File: src/rtl/pkt_fetch.sv
// ---------------------------------------------------------------------------
// pkt_fetch
//
// Packet fetch stage between pkt_ram and the match-action pipeline. Walks a
// contiguous packet trace in pkt_ram: each packet is a length word followed by
// len data words, and a zero length word terminates the trace. For every
// packet the length word and the first HDR_WORDS data words are gathered into
// a header vector, offered downstream on a valid/ready handshake.
//
// Ports
//   clk         single clock, rising edge
//   rst         asynchronous active-high reset
//   start       begin walking at start_addr (only honoured in IDLE / DONE)
//   start_addr  address of the first packet's length word
//   pkt_addr    registered pkt_ram read address
//   pkt_data    pkt_ram read data, valid the cycle after pkt_addr
//   hdr_valid   header vector available
//   hdr_ready   downstream accepts the vector
//   hdr_data    captured words, word 0 in the LSBs, unused words zero
//   hdr_len     packet length in words (length word excluded)
//   hdr_base    address of the packet's length word
//   busy        high from accepted start until the terminating word
//   done        sticky, set by the terminating word, cleared by next start
//   pkt_count   packets handed off since the last accepted start (wraps)
//
// State table
//   state  | meaning
//   IDLE   | waiting for start after reset
//   LEN    | pkt_addr points at the length word
//   LENCAP | length word on pkt_data; decide packet or end of trace
//   HDR    | driving header word addresses, capturing the previous word
//   LAST   | capturing the final header word
//   OUT    | header vector offered downstream, held until accepted
//   DONE   | trace finished; waiting for a restart
// ---------------------------------------------------------------------------
module pkt_fetch #(
    parameter int DATA_WIDTH = 32,
    parameter int ADDR_WIDTH = 16,
    parameter int HDR_WORDS  = 4
) (
    input  logic                            clk,
    input  logic                            rst,
    input  logic                            start,
    input  logic [ADDR_WIDTH-1:0]           start_addr,
    output logic [ADDR_WIDTH-1:0]           pkt_addr,
    input  logic [DATA_WIDTH-1:0]           pkt_data,
    output logic                            hdr_valid,
    input  logic                            hdr_ready,
    output logic [HDR_WORDS*DATA_WIDTH-1:0] hdr_data,
    output logic [ADDR_WIDTH-1:0]           hdr_len,
    output logic [ADDR_WIDTH-1:0]           hdr_base,
    output logic                            busy,
    output logic                            done,
    output logic [15:0]                     pkt_count
);

    localparam int CNT_W = $clog2(HDR_WORDS + 1);

    typedef enum logic [2:0] {
        IDLE,
        LEN,
        LENCAP,
        HDR,
        LAST,
        OUT,
        DONE
    } state_t;

    state_t                state;
    logic [ADDR_WIDTH-1:0] base;
    logic [ADDR_WIDTH-1:0] len;
    logic [CNT_W-1:0]      k;         // index of the header word currently addressed
    logic [CNT_W-1:0]      last_idx;  // n-1, terminal value for k

    logic [ADDR_WIDTH-1:0] len_in;
    logic [CNT_W-1:0]      n_in;
    logic [CNT_W-1:0]      wr_idx;
    logic [ADDR_WIDTH-1:0] next_base;

    // base and len are only updated while no vector is offered, so they can
    // serve directly as the stable header side-band outputs.
    assign hdr_base = base;
    assign hdr_len  = len;

    always_comb begin
        len_in    = pkt_data[ADDR_WIDTH-1:0];
        n_in      = (len_in < ADDR_WIDTH'(HDR_WORDS)) ? len_in[CNT_W-1:0]
                                                      : CNT_W'(HDR_WORDS);
        // Read data lags the address by one cycle: in HDR the word arriving is
        // the one addressed last cycle; in LAST it is the one addressed by k.
        wr_idx    = (state == LAST) ? k : (k - CNT_W'(1));
        next_base = base + len + ADDR_WIDTH'(1);
    end

    always_ff @(posedge clk or posedge rst) begin
        if (rst) begin
            state     <= IDLE;
            base      <= '0;
            len       <= '0;
            k         <= '0;
            last_idx  <= '0;
            pkt_addr  <= '0;
            hdr_valid <= 1'b0;
            hdr_data  <= '0;
            busy      <= 1'b0;
            done      <= 1'b0;
            pkt_count <= '0;
        end else begin
            case (state)
                IDLE, DONE: begin
                    if (start) begin
                        base      <= start_addr;
                        pkt_addr  <= start_addr;
                        pkt_count <= '0;
                        done      <= 1'b0;
                        busy      <= 1'b1;
                        state     <= LEN;
                    end
                end

                LEN: begin
                    state <= LENCAP;
                end

                LENCAP: begin
                    len      <= len_in;
                    hdr_data <= '0;
                    if (len_in == '0) begin
                        busy  <= 1'b0;
                        done  <= 1'b1;
                        state <= DONE;
                    end else begin
                        last_idx <= n_in - CNT_W'(1);
                        k        <= '0;
                        pkt_addr <= base + ADDR_WIDTH'(1);
                        state    <= HDR;
                    end
                end

                HDR: begin
                    if (k != '0) begin
                        for (int i = 0; i < HDR_WORDS; i++) begin
                            if (wr_idx == CNT_W'(i))
                                hdr_data[i*DATA_WIDTH +: DATA_WIDTH] <= pkt_data;
                        end
                    end
                    // Words beyond n are skipped: the address stops advancing
                    // once the last header word has been driven.
                    if (k == last_idx) begin
                        state <= LAST;
                    end else begin
                        k        <= k + CNT_W'(1);
                        pkt_addr <= pkt_addr + ADDR_WIDTH'(1);
                    end
                end

                LAST: begin
                    for (int i = 0; i < HDR_WORDS; i++) begin
                        if (wr_idx == CNT_W'(i))
                            hdr_data[i*DATA_WIDTH +: DATA_WIDTH] <= pkt_data;
                    end
                    hdr_valid <= 1'b1;
                    state     <= OUT;
                end

                OUT: begin
                    if (hdr_ready) begin
                        hdr_valid <= 1'b0;
                        pkt_count <= pkt_count + 16'd1;
                        base      <= next_base;
                        pkt_addr  <= next_base;
                        state     <= LEN;
                    end
                end

                default: begin
                    state <= IDLE;
                end
            endcase
        end
    end

endmodule

File: config.mk
export PLATFORM = sky130hd
export DESIGN_NAME = pkt_fetch
export DESIGN_NICKNAME = d
export VERILOG_FILES = /design/src/rtl/pkt_fetch.sv
export SDC_FILE = /design/constraint.sdc
export NUM_CORES = 1
export LEC_CHECK = 0
export ABC_AREA = 1
export BUFFER_PORTS_ARGS = -buffer_cell sky130_fd_sc_hd__buf_2
export CAP_MARGIN = 20
export CORE_UTILIZATION = 50
export CTS_BUF_LIST = sky130_fd_sc_hd__clkbuf_4
export DETAILED_ROUTE_END_ITERATION = 8
export GPL_TIMING_DRIVEN = 0
export HOLD_SLACK_MARGIN = 0.03
export PLACE_DENSITY = 0.75
export SLEW_MARGIN = 40
export SYNTH_ARGS = -nofsm -noshare
export SYNTH_HDL_FRONTEND = slang
export SYNTH_SLANG_ARGS = --single-unit
File: constraint.sdc
create_clock -name clk -period 16.3 [get_ports clk]
set_clock_uncertainty 0.1 [all_clocks]
set_input_delay 1.63 -clock clk [delete_from_list [all_inputs] [get_ports clk]]
set_output_delay 1.63 -clock clk [all_outputs]
set_load 0.005 [all_outputs]
**Yosys cells after proc, flatten, opt, wreduce, memory -nomap -nowiden**

Cells that the tools add are included.

- Add/sub/neg operators: 8
- $mul: 0
- Div/mod/pow operators: 0
- Magnitude comparators: 1
- Equality and inequality tests: 17
- Shifts and indexed selects: 0
- Mux-type cells: 33
- Bitwise operators: 1
- Reductions and logical operators: 19

Operators by type and width:

| kind | count |
|---|---|
| one-hot mux 128 bit (3 select lines) | 1 |
| 2-to-1 mux 128 bit | 1 |
| 2-to-1 mux 32 bit | 4 |
| 2-to-1 mux 16 bit | 6 |
| adder 16 x 1 -> 16 bit (second input constant) | 4 |
| one-hot mux 16 bit (2 select lines) | 2 |
| one-hot mux 16 bit (4 select lines) | 1 |
| 2-to-1 mux 3 bit | 8 |
| one-hot mux 3 bit (6 select lines) | 1 |
| adder 16 bit | 1 |
| logical NOT 16 bit | 1 |
| < comparator 16 x 3 -> 1 bit (second input constant) | 1 |
| inequality test 2 bit (second input constant) | 7 |
| equality test 3 x 2 -> 1 bit (second input constant) | 4 |
| AND reduction 3 bit | 4 |
| equality test 3 bit (second input constant) | 3 |
| nonzero test 2 bit | 4 |
| equality test 3 x 1 -> 1 bit (second input constant) | 2 |
| logical NOT 3 bit | 2 |
| one-hot mux 1 bit (2 select lines) | 3 |
| one-hot mux 3 bit (2 select lines) | 1 |
| AND reduction 2 bit | 3 |
| nonzero test 3 bit | 2 |
| subtractor 3 x 1 -> 3 bit (second input constant) | 2 |
| 7 further kinds | 11 |

- Register bits: 204
- Bits in latches: 0
- Memory bits (writable): 0
- Memory bits (read-only): 0
- Input bits: 52
- Output and inout port bits: 195
- Logic and storage cells: 90
- Memories: 0

**Depth between registers and ports, before layout**

- Word-level depth: 6
- Gate-level depth with buffers: 16
- Mapped depth without buffers: 15

**Least setup slack after synthesis**

Ideal clock, no wire load.

- Path type: input to register
- Start: input pkt_data[10]
- End: register pkt_addr[6]
- Setup time: 0.113 ns
- Data arrival time: 2.682 ns
- Data required time: 16.087 ns
- Path slack: 13.405 ns
- Stages on the path: 9
- Cells stage by stage: inv_1 nand4_1 nor2_1 nand4_1 nand3_1 clkbuf_1 nand2_1 nand2_1 inv_1

- Longest elaborated chain between the ends: 3

Ends and longest elaborated chain:

| element | line | RTL |
|---|---|---|
| start: declaration | 46 | `input logic [DATA_WIDTH-1:0] pkt_data,` |
| logical NOT 16 bit | 128 | `if (len_in == '0) begin` |
| inequality test 2 bit (no line) | -- |  |
| AND reduction 5 bit (no line) | -- |  |
| end signal: assignment | 135 | `pkt_addr <= base + ADDR_WIDTH'(1);` |
| end signal: assignment | 153 | `pkt_addr <= pkt_addr + ADDR_WIDTH'(1);` |
| end signal: assignment | 171 | `pkt_addr <= next_base;` |
| end: declaration | 45 | `output logic [ADDR_WIDTH-1:0] pkt_addr,` |

Every way passes these cells.
A chain may end at the register's enable or synchronous reset.

**Worst setup path after layout**

- Start: register base[1] (netlist: hdr_base[1])
- End: output hdr_base[1]

RTL lines:

| element | line | RTL |
|---|---|---|
| start: declaration | 70 | `logic [ADDR_WIDTH-1:0] base;` |
| start signal: assignment | 112 | `base <= start_addr;` |
| start signal: assignment | 170 | `base <= next_base;` |
| end: declaration | 51 | `output logic [ADDR_WIDTH-1:0] hdr_base,` |

No word-level cell between the ends.

==> out/results.txt <==
vias in the first global route: 10077
crit path DAT: 1.35 ns
first-pass GRT wire length: 52200 microns
largest net degree at the start of global routing: 68
average size of a mapped cell: 7.59 sq um
Syn Nets: 1471
# IOs: 247
core area: 0.0205 sq mm
Area after DPL: 0.0123 sq mm
Crit path max-delay family: flip-flops
initial antenna violation count: 1
Comb power frac: 55.1%
endpoints failing setup: 0
CP max stage delay: 0.50 ns
sw frac: 50.3%
CP Class: flip-flop to primary output
H-tree lvl count: 2
Slew Limit Fails: 0
endpoints failing hold: 0
Max Cap Viol: 0
share of cells above drive strength 1: 22.4%
Worst-Margin Slew: 0.709 ns
fin nets: 1777
highest-delay cell along the critical path: dfrtp_1
drt drc: 0
synthesis-to-finish area growth: 21.8%
FMAX: 325 MHz
Final TNS setup: 0 ns
Hold WC Path Type: flip-flop to flip-flop
CP Depth: 1
root buf cell: clkbuf_4
clock sink count: 204
DIE AREA: 0.0218 sq mm
drt first pass iters: 7
Final period util: 18.9%
Yosys top cell by area: dfrtp_1
DP Wirelength: 24400 microns
CTS tree: done
Rel. slew slack: 52.7%
via density per instance: 5.11
crit start category: flip-flop
HP Start: done
Die Y: 148 microns
post-synthesis register bit count: 204
hold path cells: 2
grt total ovfl: 0
Total GRT Usage: 30.4%
fin area: 0.0129 sq mm
share of the synthesized area in the top cell type: 48.2%
NetSw: 1370 uW
pwr dens: 211 mW/mm^2
Max Root-Sink Buffers: 3
Clk pwr share: 15.9%
clock buffer count from CTS: 55
Routed WL: 32200 microns
port bufs: 246
crit path from: hdr_base[1]
drt wl/cell: 16.0 microns
Syn Std Cell Area: 0.0106 sq mm
clock latency at the later pin of the worst-skew pair: 0.68 ns
RSZ-0062 raised after global routing: false
Setup Buffers After CTS: 0
starting density of the core: 51.7%
worst vdd ir: 0.112 mV
Worst Setup End Kind: primary output
fin crit period: 3.08 ns
synth warn: 0
Die Width: 148 microns
cts hold-fix bufs: 0
Lkg Pwr: 0.00696 uW
DRT iter0 DRCs: 687
Seq pwr share: 29.0%
# rows: 52
via count: 10279
WP buf/inv: 1
Crit Reg-Reg Startpoint: state[0]
Cells after Synth: 1396
final antenna-violating net count: 0
status: finished clean
sequential element share of the synthesized area: 48.2%
clock-pin slew on the worst setup and hold paths: 0.07 ns
cell breakdown of the critical path: buf_2
Placer Congestion: 0.942
Area contributors post-synth: dfrtp_1, nand2_1, inv_1
FF-to-FF path depth: 11
distinct cell type count after synthesis: 47
post_cts resized: 0
Worst Path Max Fanout: 5
Int Power: 1350 uW
WP data required: 14.57 ns
Yosys cell counts, drive strengths merged:
cell     instances
nand3b           6
o31ai            4
a21o             3
mux2             1
o211a            1
nand2          387
buf             34
nor4             2
a31oi            1
or2              2
nor3             8
nor2           108
o21ai          191
xor2             8
nand3           63
o221ai           3
a2bb2oi          1
inv            252
clkbuf          14
ha              22
o21bai           2
xnor2            4
nand4           11
o22ai            2
nor3b            2
a21oi           44
a22oi           11
a21boi           1
dfrtp          204
fa               1
a221oi           1
o211ai           2
worst paths after layout:
kind / slack, ns / end
min reg2reg: 0.40 / done
min: 0.40 / done
min in group asynchronous: 0.84 / hdr_data[99]
max in group asynchronous: 14.35 / hdr_data[46]
max reg2reg: 13.62 / pkt_addr[8]
max: 13.22 / hdr_base[1]
metal layers:
| layer | share of wire [%] | global-route usage, % |
|---|---|---|
| met3 | 8.6 | 7.87 |
| met2 | 47 | 49.7 |
| met1 | 41 | 38.8 |
| met4 | 3.0 | 11.3 |
| met5 | 0 | 0 |
sequential cells by signal (all words and copies together), names as in the netlist, 3 cells and up:
register	flops
hdr_len	16
hdr_data	128
pkt_count	16
hdr_base	16
last_idx	3
pkt_addr	16
k	3
state	3
cells by family after synthesis:
logic type / after synthesis / share of synthesized area, %
fa+ha+maj: 23 / 2.79
flops: 204 / 48.2
xor+xnor: 12 / 1.06
compound gates: 267 / 13.9
buf+inv: 300 / 11.1
simple gates: 589 / 22.9
mux: 1 / 0.106
power by group through the flow:
| stage | logic (uW) | registers (uW) | clock network [uW] |
|---|---|---|---|
| 2_1_floorplan | 977 | 771 | 0 |
| 3_3_place_gp | 1470 | 791 | 0 |
| 3_5_place_dp | 1500 | 792 | 0 |
| 4_1_cts | 1500 | 787 | 441 |
| 5_1_grt | 1700 | 804 | 469 |
| 6_report | 1500 | 790 | 431 |
layout by cell type (no fill, tap or decap), types with 6 or more instances in the layout:
cell / Yosys / final
a21oi_1: 40 / 40
a22oi_1: 11 / 11
buf_2: 26 / 272
clkbuf_1: 11 / 11
clkbuf_4: 0 / 74
clkinv_1: 0 / 19
dfrtp_1: 204 / 204
ha_1: 22 / 22
inv_1: 244 / 243
inv_2: 8 / 9
nand2_1: 385 / 385
nand3_1: 60 / 60
nand3b_1: 6 / 6
nand4_1: 11 / 11
nor2_1: 103 / 103
nor3_1: 6 / 6
o21ai_0: 163 / 163
o21ai_1: 27 / 27
xor2_1: 7 / 7
layout make-up:
type | instances | area [sq um]
sequential | 204 | 5100
fill | 1900 | 7580
timing repair buffer | 249 | 1310
multi-input combinational | 892 | 4320
clock buffer | 74 | 556
inverter | 252 | 953
antenna | 1 | 2.50
clock inverter | 23 | 97.6
buffer | 48 | 228
tap | 270 | 338
metrics by stage:
step / cells / util (%) / hold WS (ns) / worst slack (ns) / power, uW
floorplan: 1396 / - / 0.362 / 9.00 / 1750
global placement: 1912 / 59.4 / 0.376 / 6.67 / 2260
detailed placement: 1915 / 59.8 / 0.388 / 12.68 / 2290
CTS: 2012 / 63.0 / 0.404 / 13.19 / 2730
global route: 2013 / 63.0 / 0.419 / 13.19 / 2970
finish: 2013 / 63.0 / 0.398 / 13.22 / 2720
Note: power is estimated with default switching activity, not from simulation.
